**config.mk**
```make
export PLATFORM = sky130hd
export DESIGN_NAME = shift_serializer
export DESIGN_NICKNAME = d
export VERILOG_FILES = /design/src/rtl/shift_pkg.sv /design/src/rtl/shift_serializer_bit_counter.sv /design/src/rtl/shift_serializer.sv
export SDC_FILE = /design/constraint.sdc
export NUM_CORES = 1
export LEC_CHECK = 0
export ABC_CLOCK_PERIOD_IN_PS = 2400
export CAP_MARGIN = 15
export CORE_AREA = 10 10 71 61
export CTS_BUF_LIST = sky130_fd_sc_hd__clkbuf_4 sky130_fd_sc_hd__clkbuf_8 sky130_fd_sc_hd__clkbuf_16
export DETAILED_ROUTE_END_ITERATION = 7
export DIE_AREA = 0 0 81 71
export MAX_ROUTING_LAYER = met4
export PLACE_DENSITY = 0.56
export SYNTH_ARGS = -nofsm -noshare
export SYNTH_HDL_FRONTEND = slang
export SYNTH_SLANG_ARGS = --single-unit
```
**constraint.sdc**
```tcl
create_clock -name clk -period 2.4 [get_ports clk]
set_input_delay 0.48 -clock clk [delete_from_list [all_inputs] [get_ports clk]]
set_output_delay 0.48 -clock clk [all_outputs]
set_load 0.1 [all_outputs]
```
**src/rtl/shift_pkg.sv**
```systemverilog
// rtl/shift_pkg.sv - shared state type and counter sizing for the serializer
package shift_pkg;

  typedef enum logic {
    IDLE  = 1'b0,
    SHIFT = 1'b1
  } state_t;

  // Bit-index counter width for a word of w bits (w >= 2).
  function automatic int cnt_width(input int w);
    return (w < 2) ? 1 : $clog2(w);
  endfunction

endpackage

```
**src/rtl/shift_serializer_bit_counter.sv**
```systemverilog
// rtl/shift_serializer_bit_counter.sv - per-word bit index counter
module bit_counter
  import shift_pkg::*;
#(
  parameter int WIDTH = 8
) (
  input  logic                        clk,
  input  logic                        reset,
  input  logic                        clr,
  input  logic                        inc,
  output logic [cnt_width(WIDTH)-1:0] count
);

  localparam int CW = cnt_width(WIDTH);

  // Clear has priority over increment so a reload or word end never wraps the index.
  always_ff @(posedge clk) begin
    if (reset) begin
      count <= '0;
    end else if (clr) begin
      count <= '0;
    end else if (inc) begin
      count <= count + CW'(1);
    end
  end

endmodule

```
**src/rtl/shift_serializer.sv**
```systemverilog
// rtl/shift_serializer.sv - parallel-to-serial shifter with gapless reload
module shift_serializer
  import shift_pkg::*;
#(
  parameter int WIDTH     = 8,
  parameter int MSB_FIRST = 1
) (
  input  logic             clk,
  input  logic             reset,
  input  logic [WIDTH-1:0] din,
  input  logic             load_valid,
  output logic             load_ready,
  input  logic             shift_en,
  output logic             q,
  output logic             q_valid,
  output logic             done
);

  localparam int             CW       = cnt_width(WIDTH);
  localparam logic [CW-1:0]  LAST_CNT = CW'(WIDTH - 1);

  state_t           state, state_d;
  logic [WIDTH-1:0] shreg, shreg_d;
  logic [CW-1:0]    count;
  logic             last;
  logic             advance;
  logic             load;
  logic             cnt_clr;
  logic             cnt_inc;

  assign last    = (state == SHIFT) && (count == LAST_CNT);
  assign advance = (state == SHIFT) && shift_en;

  // Ready in IDLE, or in the cycle the final bit leaves so the next word follows without a gap.
  assign load_ready = (state == IDLE) || (last && shift_en);
  assign load       = load_valid && load_ready;
  assign done       = last && shift_en;
  assign q_valid    = (state == SHIFT);

  // Output bit taken straight from the register end facing the consumer.
  assign q = (state != SHIFT) ? 1'b0 :
             (MSB_FIRST != 0) ? shreg[WIDTH-1] : shreg[0];

  // Counter restarts on every load and at word end; otherwise it counts consumed bits.
  assign cnt_clr = load || (last && shift_en);
  assign cnt_inc = advance && !last;

  bit_counter #(
    .WIDTH (WIDTH)
  ) u_bit_counter (
    .clk   (clk),
    .reset (reset),
    .clr   (cnt_clr),
    .inc   (cnt_inc),
    .count (count)
  );

  // Next-state and next-shift-register: load wins over shift, word end without load returns to IDLE.
  always_comb begin
    state_d = state;
    shreg_d = shreg;
    if (advance) begin
      if (MSB_FIRST != 0) begin
        shreg_d = {shreg[WIDTH-2:0], 1'b0};
      end else begin
        shreg_d = {1'b0, shreg[WIDTH-1:1]};
      end
    end
    if (load) begin
      shreg_d = din;
      state_d = SHIFT;
    end else if (last && shift_en) begin
      state_d = IDLE;
    end
  end

  // State and shift register; reset overrides any load or shift in the same cycle.
  always_ff @(posedge clk) begin
    if (reset) begin
      state <= IDLE;
      shreg <= '0;
    end else begin
      state <= state_d;
      shreg <= shreg_d;
    end
  end

endmodule

```
==> impl_metrics.toml <==
[cts]
cts_max_level = 1
clockRootBuffer = "clkbuf_8"
cts_hold_buf = 0
cts_resized = 0
clk_pin_slew_ns = 0.05
insertion_delay_ns = 0.24
post-cts-setup-buffers = 0
numCtsBuffers = 3
cts_max_path_buffers = 2
cts.sinks = 12
cts_tree = "built"

[timing]
setup_violations = 0
rsz0062_at_grt = "false"
fin_skew_ns = 0.00286
max_freq_ghz = 0.501
period_minus_slack_ns = 2.00
final.setup.tns_ns = 0
slew_viol_final = 0
fin_ws_ns = 0.402
worst_pin_slew_ns = 0.651
finalHoldViolations = 0
fin_crit_sh_pct = 83.2
slew_headroom_pct = 56.5

[placement]
dp_slack_ns = 0.394
io_buffers = 15
gp_congestion = 0.698
dp_hpwl_mm = 1.23

[global_route]
overflow = 0
grt_pass1_wl_mm = 2.75
antenna_found_initial = 0
grt_pass1_vias = 590
track_usage_pct = 6.21
grt_max_degree = 16

[setup_path]
r2r-end = "shreg[6]"
setup.worst_path.class = "in2out"
critPathCapture = "done"
r2r_setup_slack_ns = 0.71
crit_required_ns = 1.92
crit_path_start = "shift_en"
critPathLaunchType = "primary input"
crit_arrival_ns = 1.52
critPathMaxFanout = 8
r2r_start = "u_bit_counter.count[0]"
worstSetupEndpointType = "output port"
reg2regPathDepth = 6

[drt]
met2WireLength_um = 769
met1Wirelength_um = 723
vias = 568
viasPerCell = 4.58
finalWirelength_mm = 1.61
highest_layer = "met4"
firstDrtPassIters = 4
drc = 0
antenna_left = 0
wl_per_cell_um = 13.0
drtIter0Drc = 42
wl_met3_um = 99

[hold_path]
hold_path_class = "reg2reg"

[power_and_ir_drop]
p_leak_nw = 0.426
power.total_mw = 0.568
powerDensity_nw_per_um2 = 575
peakVddDrop_mv = 0.153

[synth]
syn_area_um2 = 708
synthesis.nets = 81
async_reset_ff_share_pct = 0
yosys_most_used_dff = "dfxtp_1"
ys_top_cells_by_area = "dfxtp_1 (34%), a221oi_2 (15%), a211oi_2 (12%)"
synthCells = 67
synth_top_area_share_pct = 33.9
yosys_warnings = 0
synth-seq-cells = 12
synth_edf_count = 0
ys_seq_area_share_pct = 33.9
synth_common_cells = "dfxtp_1 (12), and3_1 (8), inv_1 (8)"
synth_top_area_cell = "dfxtp_1"
yosysMostFrequentCell = "dfxtp_1"
synth_cell_types = 18
avgSynthCellArea_um2 = 10.6

[job]
drv_cap = 0

[layout]
finalNetCount = 99
utilization_pct = 33.2
area_growth_syn_to_layout_pct = 39.6
drive_above_1_share_pct = 38.1
diodes = 0
fillers = 329

[floorplan]
initial_utilization_pct = 23.8
die_h_um = 71
core_area_um2 = 2970
die_width_um = 81
num_io_pins = 16
fp-row-count = 18
die_area_um2 = 5750

[run_status]
status = "complete, no violations"
-- area by class of cell --
cell class                      count  area [um^2]  area share (%)
Tap cell                           40         50.0            5.06
Inverter                            8         30.0            3.04
Sequential cell                    12          240            24.3
Multi-Input combinational cell     41          405            41.0
Clock buffer                        4         55.1            5.57
Timing Repair Buffer               19          208            21.0
-- critical path, stage by stage --
cell	delay, ns
clkdlybuf4s50_1	0.60
and3_2	0.26
buf_12	0.18
-- flip-flops by register name, indices dropped and copies added, names as in the netlist --
register             cells
u_bit_counter.count      3
shreg                    8
q_valid                  1
-- stage by stage --
| step | instance area, um^2 | instances | hold WS, ns |
|---|---|---|---|
| 6_report | 988 | 124 | 0.479 |
| 3_5_place_dp | 933 | 120 | 0.470 |
| 5_1_grt | 988 | 124 | 0.527 |
| 4_1_cts | 988 | 124 | 0.488 |
| 3_3_place_gp | 933 | 120 | 0.460 |
| 2_1_floorplan | 711 | 67 | 0.446 |
-- cell usage in the layout (no fill, tap or decap) --
cell	count
dfxtp_1	12
clkdlybuf4s50_1	11
inv_1	8
and3_1	7
a221oi_2	7
a211oi_2	7
buf_4	5
clkbuf_8	4
a21oi_1	3
nor3_2	3
buf_12	3
and4b_1	2
mux2i_1	2
nor2_1	2
ha_1	2
and3_2	1
a21bo_1	1
and2_2	1
and2_1	1
nand2_4	1
a32oi_1	1
-- worst min-delay path by stage --
stage,startpoint,to,cells past startpoint
2_1_floorplan,shreg[0],shreg[0],2
3_3_place_gp,shreg[0],shreg[0],2
3_5_place_dp,shreg[0],shreg[0],2
4_1_cts,shreg[0],shreg[0],2
5_1_grt,shreg[0],shreg[0],2
6_report,shreg[0],shreg[0],2
-- logic make-up after synthesis --
group                    after synthesis  synth area share (%)
AO/OA/AOI/OAI                         19                  32.0
adder cells (fa/ha/maj)                2                  3.53
buffers and inverters                 14                  9.19
flip-flops                            12                  33.9
multiplexers                           2                  2.83
AND/OR/NAND/NOR                       18                  18.6
-- per-layer routing --
metal  track usage [%]  vias to the layer above
met3              3.03                        2
met5                 -                        -
met4              2.30                        0
met2              9.72                       10
met1              6.64                      271
li1                  -                      285
-- where the power goes --
group,leakage (nW),switching (mW),internal [mW]
Sequential,0.0988,0.0114,0.212
Clock,0.0288,0.0745,0.145
Combinational,0.299,0.0668,0.0581
Note: power is estimated with default switching activity, not from simulation.
